$ cat config.mk
export PLATFORM = sky130hd
export DESIGN_NAME = sbox_share_feeder_flat
export DESIGN_NICKNAME = d
export VERILOG_FILES = /design/src/rtl/sbox_share_feeder_if.sv /design/src/rtl/sbox_share_feeder.sv /design/src/flat_wrapper.sv
export SDC_FILE = /design/constraint.sdc
export NUM_CORES = 1
export LEC_CHECK = 0
export ABC_CLOCK_PERIOD_IN_PS = 3300
export BUFFER_PORTS_ARGS = -buffer_cell sky130_fd_sc_hd__buf_2
export CORE_MARGIN = 2
export CORE_UTILIZATION = 30
export DETAILED_ROUTE_END_ITERATION = 10
export GPL_TIMING_DRIVEN = 0
export PLACE_DENSITY = 0.49
export SLEW_MARGIN = 20
export SYNTH_ARGS = -nofsm -noshare
export SYNTH_HDL_FRONTEND = slang
export SYNTH_SLANG_ARGS = --single-unit
$ cat constraint.sdc
create_clock -name clk -period 3.3 [get_ports clk]
set_input_delay 0.495 -clock clk [delete_from_list [all_inputs] [get_ports clk]]
set_output_delay 0.495 -clock clk [all_outputs]
set_load 0.02 [all_outputs]
$ cat src/rtl/sbox_share_feeder_if.sv
// Handshake and share bus between the datapath, the masked S-box feeder and the S-box consumer.
interface sbox_share_feeder_if;
   logic       in_valid;
   logic       in_ready;
   logic [7:0] in_s0;
   logic [7:0] in_s1;
   logic [7:0] rnd;
   logic       rnd_valid;
   logic       rnd_ack;
   logic [7:0] out_s0;
   logic [7:0] out_s1;
   logic       out_valid;
   logic       sbox_valid;
   logic       sbox_last;

   modport master (
      output in_valid, in_s0, in_s1, rnd, rnd_valid,
      input  in_ready, rnd_ack, out_s0, out_s1, out_valid, sbox_valid, sbox_last
   );

   modport slave (
      input  in_valid, in_s0, in_s1, rnd, rnd_valid,
      output in_ready, rnd_ack, out_s0, out_s1, out_valid, sbox_valid, sbox_last
   );
endinterface

$ cat src/rtl/sbox_share_feeder.sv
// Masked 2-share feeder for the Canright AES S-box: 2-entry FIFO, share refresh, issue register, latency tracker.
// Share refresh with rnd is compiled in only when the REFRESH_EN macro is defined.
module sbox_share_feeder #(
   parameter int LATENCY = 3,
   parameter int NBYTES  = 16
) (
   input logic                clk,
   input logic                rst_n,
   sbox_share_feeder_if.slave bus
);
   localparam int            IW       = (NBYTES > 1) ? $clog2(NBYTES) : 1;
   localparam logic [IW-1:0] LAST_IDX = IW'(NBYTES - 1);

   logic [7:0]         fifo_s0 [2];
   logic [7:0]         fifo_s1 [2];
   logic               wr_ptr;
   logic               rd_ptr;
   logic [1:0]         count;
   logic [IW-1:0]      idx;
   logic               last_q;
   logic [LATENCY-1:0] vsr;
   logic [LATENCY-1:0] lsr;
   logic               accept;
   logic               issue;
   logic               rnd_ok;
   logic [7:0]         mask;

`ifdef REFRESH_EN
   assign rnd_ok      = bus.rnd_valid;
   assign mask        = bus.rnd;
   assign bus.rnd_ack = issue;
`else
   assign rnd_ok      = 1'b1;
   assign mask        = 8'h00;
   assign bus.rnd_ack = 1'b0;
`endif

   assign bus.in_ready = (count != 2'd2);
   assign accept       = bus.in_valid && bus.in_ready;
   assign issue        = (count != 2'd0) && rnd_ok;

   always_ff @(posedge clk or negedge rst_n) begin
      if (!rst_n) begin
         fifo_s0[0] <= 8'h00;
         fifo_s0[1] <= 8'h00;
         fifo_s1[0] <= 8'h00;
         fifo_s1[1] <= 8'h00;
         wr_ptr     <= 1'b0;
         rd_ptr     <= 1'b0;
         count      <= 2'd0;
      end else begin
         if (accept) begin
            fifo_s0[wr_ptr] <= bus.in_s0;
            fifo_s1[wr_ptr] <= bus.in_s1;
            wr_ptr          <= ~wr_ptr;
         end
         if (issue) begin
            rd_ptr <= ~rd_ptr;
         end
         case ({accept, issue})
            2'b10:   count <= count + 2'd1;
            2'b01:   count <= count - 2'd1;
            default: count <= count;
         endcase
      end
   end

   // Each share is masked on its own path; the shares never meet, and idle cycles hold
   // the registers so the affine stage sees no spurious share transitions.
   always_ff @(posedge clk or negedge rst_n) begin
      if (!rst_n) begin
         bus.out_s0    <= 8'h00;
         bus.out_s1    <= 8'h00;
         bus.out_valid <= 1'b0;
         last_q        <= 1'b0;
         idx           <= '0;
      end else begin
         bus.out_valid <= issue;
         last_q        <= issue && (idx == LAST_IDX);
         if (issue) begin
            bus.out_s0 <= fifo_s0[rd_ptr] ^ mask;
            bus.out_s1 <= fifo_s1[rd_ptr] ^ mask;
            idx        <= (idx == LAST_IDX) ? '0 : idx + 1'b1;
         end
      end
   end

   // The S-box core cannot stall, so the tracker shifts every cycle.
   always_ff @(posedge clk or negedge rst_n) begin
      if (!rst_n) begin
         vsr <= '0;
         lsr <= '0;
      end else begin
         vsr <= LATENCY'({vsr, bus.out_valid});
         lsr <= LATENCY'({lsr, last_q});
      end
   end

   assign bus.sbox_valid = vsr[LATENCY-1];
   assign bus.sbox_last  = lsr[LATENCY-1] && vsr[LATENCY-1];
endmodule
$ cat src/flat_wrapper.sv
// flat-port wrapper written by rule: the top's interface ports become plain ports
module sbox_share_feeder_flat 
#(
   parameter int LATENCY = 3,
   parameter int NBYTES  = 16
)
  (clk, rst_n, bus_in_valid, bus_in_s0, bus_in_s1, bus_rnd, bus_rnd_valid, bus_in_ready, bus_rnd_ack, bus_out_s0, bus_out_s1, bus_out_valid, bus_sbox_valid, bus_sbox_last);
  sbox_share_feeder_if bus_i ();
  input logic clk;
  input logic rst_n;
  input wire logic [$bits(bus_i.in_valid)-1:0] bus_in_valid;
  input wire logic [$bits(bus_i.in_s0)-1:0] bus_in_s0;
  input wire logic [$bits(bus_i.in_s1)-1:0] bus_in_s1;
  input wire logic [$bits(bus_i.rnd)-1:0] bus_rnd;
  input wire logic [$bits(bus_i.rnd_valid)-1:0] bus_rnd_valid;
  output wire logic [$bits(bus_i.in_ready)-1:0] bus_in_ready;
  output wire logic [$bits(bus_i.rnd_ack)-1:0] bus_rnd_ack;
  output wire logic [$bits(bus_i.out_s0)-1:0] bus_out_s0;
  output wire logic [$bits(bus_i.out_s1)-1:0] bus_out_s1;
  output wire logic [$bits(bus_i.out_valid)-1:0] bus_out_valid;
  output wire logic [$bits(bus_i.sbox_valid)-1:0] bus_sbox_valid;
  output wire logic [$bits(bus_i.sbox_last)-1:0] bus_sbox_last;
  assign bus_i.in_valid = bus_in_valid;
  assign bus_i.in_s0 = bus_in_s0;
  assign bus_i.in_s1 = bus_in_s1;
  assign bus_i.rnd = bus_rnd;
  assign bus_i.rnd_valid = bus_rnd_valid;
  assign bus_in_ready = bus_i.in_ready;
  assign bus_rnd_ack = bus_i.rnd_ack;
  assign bus_out_s0 = bus_i.out_s0;
  assign bus_out_s1 = bus_i.out_s1;
  assign bus_out_valid = bus_i.out_valid;
  assign bus_sbox_valid = bus_i.sbox_valid;
  assign bus_sbox_last = bus_i.sbox_last;
  sbox_share_feeder #(.LATENCY(LATENCY), .NBYTES(NBYTES)) u_core (.clk(clk), .rst_n(rst_n), .bus(bus_i));
endmodule
==> results.json, run 1 <==
{
  "period_share_pct": 50.25,
  "fin_crit_ns": 1.658,
  "cts_htree_levels": 3,
  "yosysMostFrequentCell": "dfrtp_1",
  "ys_types": 28,
  "synth_top_area_share_pct": 62.78,
  "crit_required_ns": 2.80,
  "dieArea_sq_um": 9257,
  "status": "finished clean",
  "fmax_mhz": 603.0,
  "vias": 1476,
  "ys_seq_elements": 64,
  "synth_flop_cell": "dfrtp_1",
  "clock_latency_ns": 0.34,
  "wire_per_inst_um": 13.93,
  "path_clk_slew_ns": 0.07,
  "fin_setup_tns_ns": 0,
  "antenna_cells": 0,
  "drcViolationCount": 0,
  "setup_viol": 0,
  "path_class": "flip-flop to output port",
  "synthArstFlopShare_pct": 100.0,
  "overflow": 0,
  "synth_commonest_cells": "64 x dfrtp_1, 24 x mux2_2, 19 x nand2_1, 19 x o21ai_0, 16 x mux2i_1",
  "clk_path_buf_depth": 2,
  "grt_max_degree": 37,
  "slew-limit-headroom_pct": 63.78,
  "clock-sinks": 64,
  "finalCoreUtilization_pct": 37.66,
  "synth_largest_area_cell": "dfrtp_1",
  "place_congestion": 0.6605,
  "synth_seq_area_share_pct": 62.78,
  "critPathCaptureType": "output port",
  "antenna_found_initial": 0,
  "drt-pass1-iter-count": 4,
  "cp.arrival_ns": 1.16,
  "grt_setup_unrepaired": "false",
  "initial_core_util_pct": 31.05,
  "setup_slack_ns": 1.642,
  "grt_usage_pct": 11.83,
  "drive_gt1_share_pct": 41.88,
  "cts_hold_buf": 0,
  "cts_setup_buffers": 0,
  "die_y_um": 96.22,
  "ctsResizeCount": 0,
  "vias_per_cell": 4.354,
  "clock-root-buffer": "clkbuf_8",
  "dpl_worst_slack_ns": 1.467,
  "hold_violations": 0,
  "grt_pass1_vias": 1554,
  "wirelength_mm": 4.723,
  "detail-route-antenna-nets": 0,
  "cts_tree": "built",
  "place.port_buffers": 38,
  "place_area_sq_um": 2895,
  "fin_worst_skew_ns": 0.01012,
  "synth_cells": 179,
  "syn_area_sq_um": 2551,
  "area_delta_synth_final_pct": 21.29,
  "power.leakage_nw": 1.457,
  "yosys_warnings": 0,
  "cap_violations": 0,
  "yosys-top-cells-area": "dfrtp_1 63%, mux2_2 11%, mux2i_1 6.3%",
  "min_path_type": "primary input to async pin",
  "cts_buffers": 9,
  "power_density_nw_per_um2": 771.3,
  "rows": 33,
  "start_kind": "flip-flop",
  "fin_hold_ws_ns": 0.07943,
  "synth_edf_count": 0,
  "nets": 258,
  "grt_pass1_wl_mm": 7.845,
  "stdcell_area_sq_um": 3094,
  "ir_drop_v": 0.0002065,
  "first_iter_violations": 27,
  "drv_slew": 0,
  "syn_nets": 208,
  "avgSynthCellArea_sq_um": 14.25,
  "io_pins": 49,
  "core_area_sq_um": 8217,
  "worstPathMaxFanout": 4,
  "die_x_um": 96.22,
  "post-dp-hpwl_mm": 3.138,
  "tightest_slew_ns": 0.5433,
  "fillers": 838
}
[flip-flops by register name (all words and copies together) (netlist names)]
register and cells:
u_core.vsr 3, u_core.wr_ptr 1, u_core.bus.out_s1 8, u_core.bus.out_s0 8
u_core.count 2, u_core.fifo_s1 16, u_core.lsr 3, u_core.bus.out_valid 1
u_core.rd_ptr 1, u_core.fifo_s0 16, u_core.last_q 1, u_core.idx 4
[cell usage in the layout (no fill, tap or decap), types with 2 or more instances in the layout]
cell / n
and2_1: 2
buf_12: 2
buf_2: 39
buf_4: 3
clkbuf_1: 4
clkbuf_8: 11
clkinv_2: 2
dfrtp_1: 64
inv_2: 2
mux2_2: 24
mux2_4: 9
mux2i_1: 16
nand2_1: 19
o21ai_0: 19
xnor2_1: 2
[metal layers]
layer	routed length, um	global-route usage [%]
met1	2291	15.78
met2	2080	16.72
met3	227	3.132
met4	124	7.857
met5	0	0
[stage by stage]
step	power, W	instances
finish	0.002387	339
global route	0.002554	339
CTS	0.002430	339
detailed placement	0.001742	323
global placement	0.001728	322
floorplan	0.001545	179
[kinds of logic after synthesis]
kind of cell | Yosys count | share of synthesized area (%)
simple gates | 29 | 6.278
buf+inv | 11 | 2.943
xor+xnor | 2 | 0.6867
fa+ha+maj | 1 | 0.4904
other cells | 1 | 0.1470
compound gates | 22 | 4.512
mux | 49 | 22.17
flops | 64 | 62.78
[critical path, stage by stage (launching register included)]
cell     delay, ns
dfrtp_1       0.39
nor2b_4       0.21
inv_2         0.07
buf_2         0.16
[layout make-up]
type	instances	area, sq um	share of cell area [%]
tap	105	131.4	4.246
buffer	8	63.81	2.062
sequential	64	1602	51.76
multi-input combinational	104	874.6	28.27
inverter	3	11.26	0.3639
clock inverter	3	40.04	1.294
timing repair buffer	39	212.7	6.874
clock buffer	13	158.9	5.135
[where the power goes]
part           internal, W  switching (W)  total, W
clock             0.000388       0.000285  0.000674
sequential        0.000987       0.000108   0.00110
combinational     0.000299       0.000318  0.000618
total              0.00168       0.000712   0.00239
[final timing paths]
kind,cells past startpoint,slack (ns),end,start
worst max-delay path,3,1.64,bus_in_ready,u_core.count[1]
max in group asynchronous,2,2.70,u_core.fifo_s1[5],rst_n
worst min register to register,0,0.35,u_core.lsr[1],u_core.lsr[0]
min in group clk,0,0.35,u_core.lsr[1],u_core.lsr[0]
worst min-delay path,1,0.08,u_core.bus.out_s0[1],rst_n
worst max register to register,4,1.66,u_core.fifo_s1[11],u_core.count[1]
(Power assumes the default switching activity.)
==> run 2, diff against run 1 <==
--- a/config.mk
+++ b/config.mk
@@ -5,13 +5,14 @@
 export SDC_FILE = /design/constraint.sdc
 export NUM_CORES = 1
 export LEC_CHECK = 0
-export ABC_CLOCK_PERIOD_IN_PS = 3300
+export ABC_AREA = 1
+export ABC_CLOCK_PERIOD_IN_PS = 1430
 export BUFFER_PORTS_ARGS = -buffer_cell sky130_fd_sc_hd__buf_2
 export CORE_MARGIN = 2
 export CORE_UTILIZATION = 30
 export DETAILED_ROUTE_END_ITERATION = 10
 export GPL_TIMING_DRIVEN = 0
-export PLACE_DENSITY = 0.49
+export PLACE_DENSITY = 0.5
 export SLEW_MARGIN = 20
 export SYNTH_ARGS = -nofsm -noshare
 export SYNTH_HDL_FRONTEND = slang
==> constraint.sdc (replaced) <==
create_clock -name clk -period 1.43 [get_ports clk]
set_input_delay 0.2145 -clock clk [delete_from_list [all_inputs] [get_ports clk]]
set_output_delay 0.2145 -clock clk [all_outputs]
set_load 0.02 [all_outputs]
==> results.json, run 2 <==
{
  "min_from": "bus_in_valid",
  "holdPathStages": 3,
  "clock-root-buffer": "clkbuf_8",
  "drv_slew": 0,
  "cap_violations": 0,
  "ir_drop_v": 0.0004833,
  "yosys_warnings": 0,
  "cp.arrival_ns": 1.06,
  "fin_worst_skew_ns": 0.009097,
  "rrSetupSlack_ns": 0.22,
  "fin_setup_tns_ns": 0,
  "ctsResizeCount": 0,
  "wire_per_inst_um": 13.43,
  "synth_edf_count": 0,
  "grt_pass1_vias": 1844,
  "die_y_um": 99.05,
  "fin_crit_ns": 1.275,
  "dpl_worst_slack_ns": 0.2320,
  "clock-sinks": 64,
  "initial_core_util_pct": 31.08,
  "place_inst": 409,
  "grt_pass1_wl_mm": 9.535,
  "min_path_type": "primary input to flip-flop",
  "period_share_pct": 89.19,
  "reg2reg_from": "u_core.rd_ptr",
  "cts_tree": "built",
  "cts_htree_levels": 3,
  "cts_hold_buf": 1,
  "area_delta_synth_final_pct": 20.08,
  "slowest_delay_ns": 0.41,
  "overflow": 0,
  "post-dp-hpwl_mm": 3.750,
  "synthArstFlopShare_pct": 100.0,
  "cts_setup_buffers": 0,
  "critPathCaptureType": "output port",
  "dieArea_sq_um": 9810,
  "final_common_cell": "dfrtp_1",
  "first_iter_violations": 79,
  "clk_path_buf_depth": 2,
  "path_class": "flip-flop to output port",
  "reg2reg_to": "u_core.bus.out_s1[0]",
  "vias_per_cell": 4.431,
  "grt_usage_pct": 12.86,
  "place.port_buffers": 38,
  "synth_cells": 262,
  "die_x_um": 99.05,
  "drt-pass1-iter-count": 4,
  "yosys-top-cells-area": "dfrtp_1 59%, o21ai_2 10%, nand2_1 6.9%",
  "worstPathMaxFanout": 5,
  "synth_top_area_share_pct": 59.10,
  "path_clk_slew_ns": 0.07,
  "rows": 34,
  "synth_commonest_cells": "64 x dfrtp_1, 50 x nand2_1, 33 x a21oi_1",
  "nets": 342,
  "yosysMostFrequentCell": "dfrtp_1",
  "ys_seq_elements": 64,
  "ys_types": 20,
  "detail-route-antenna-nets": 0,
  "reg2reg_depth": 5,
  "fin_cells": 425,
  "cts_buffers": 9,
  "start_kind": "flip-flop",
  "syn_nets": 291,
  "synth_seq_area_share_pct": 59.10,
  "clock_latency_ns": 0.33,
  "cpMaxStageDelayCell": "dfrtp_1",
  "whs_endpoint": "u_core.count[0]",
  "wirelength_mm": 5.708,
  "setup_viol": 0,
  "synth_flop_cell": "dfrtp_1",
  "synth_largest_area_cell": "dfrtp_1",
  "grt_max_degree": 35,
  "crit_required_ns": 1.22,
  "drcViolationCount": 0,
  "fillers": 894,
  "power_density_nw_per_um2": 1676,
  "mostFrequentLayoutCells": "64 x dfrtp_1, 50 x nand2_1, 39 x buf_2",
  "status": "finished clean",
  "drive_gt1_share_pct": 37.54,
  "hold_violations": 0,
  "power.leakage_nw": 1.626,
  "path_cells": "inv_2, nand2_4, buf_2",
  "antenna_found_initial": 0,
  "avgSynthCellArea_sq_um": 10.34,
  "fin_hold_ws_ns": 0.1538,
  "place_congestion": 0.6946,
  "grt_setup_unrepaired": "false",
  "io_pins": 49,
  "vias": 1883,
  "core_area_sq_um": 8721,
  "fmax_mhz": 784.0,
  "setup_slack_ns": 0.1546,
  "reg_top3": "u_core.fifo_s0: 16 flops, u_core.fifo_s1: 16 flops",
  "antenna_cells": 0,
  "syn_area_sq_um": 2710
}
-- run 2: changes by cell type after synthesis, moves of 3 or more --
cell,change
buf_6,+6
a21oi_1,+32
nor2_1,+19
mux2_4,-9
mux2_2,-24
nand2_1,+31
buf_4,+3
o21ai_0,-18
o21ai_2,+32
inv_1,+21
nand2_2,+13
mux2i_1,-16
-- run 2: layout make-up --
class                      count  area [sq um]  share of cell area [%]
sequential                    64          1602                   49.21
multi-input combinational    159         888.4                   27.30
timing repair buffer          40         222.7                   6.844
clock buffer                  11         141.4                   4.344
tap                          108         135.1                   4.152
buffer                        14         126.4                   3.883
inverter                      25         93.84                   2.884
clock inverter                 4         45.04                   1.384
-- run 2: worst max-delay path by stage --
| stage | slack (ns) | to | from |
|---|---|---|---|
| floorplan | 0.38 | u_core.idx[2] | u_core.count[1] |
| global placement | -0.16 | u_core.fifo_s0[11] | rst_n |
| detailed placement | 0.23 | u_core.idx[2] | u_core.count[1] |
| CTS | 0.12 | bus_in_ready | u_core.count[0] |
| global route | 0.09 | bus_in_ready | u_core.count[0] |
| finish | 0.15 | bus_in_ready | u_core.count[0] |
-- run 2: kinds of logic after synthesis --
family | Yosys count | share of synthesized area (%)
AOI/OAI and AO/OA | 66 | 16.62
buffers and inverters | 39 | 8.126
xor gates and xnor gates | 1 | 0.3232
and+or+nand+nor | 90 | 15.24
other | 1 | 0.1384
adders and majority gates | 1 | 0.4616
DFF | 64 | 59.10
-- run 2: layer usage --
| layer | GRT usage (%) | vias up | part of all wire (%) |
|---|---|---|---|
| met2 | 18.97 | 46 | 45 |
| met3 | 2.908 | 9 | 5.1 |
| li1 | - | 937 | - |
| met1 | 17.57 | 891 | 47 |
| met4 | 6.955 | 0 | 2.1 |
| met5 | 0 | - | 0 |
-- run 2: worst max-delay path, delay by kind of cell, from the launching register on --
kind / cells / cell delay [ns]
flops: 1 / 0.41
simple gates: 1 / 0.07
buf+inv: 2 / 0.24
-- run 2: power breakdown --
part	switching, W	leakage (nW)	internal [W]
clock	0.000672	0.0989	0.000835
combinational	0.000920	0.745	0.000544
sequential	0.000247	0.782	0.00224
-- run 2: through the flow --
| stage | power (W) | util (%) | instance area, sq um |
|---|---|---|---|
| detailed placement | 0.004007 | 35.06 | 3058 |
| global route | 0.005826 | 37.32 | 3254 |
| CTS | 0.005543 | 37.32 | 3254 |
| finish | 0.005454 | 37.32 | 3254 |
| floorplan | 0.003516 | - | 2710 |
| global placement | 0.003971 | 34.81 | 3035 |
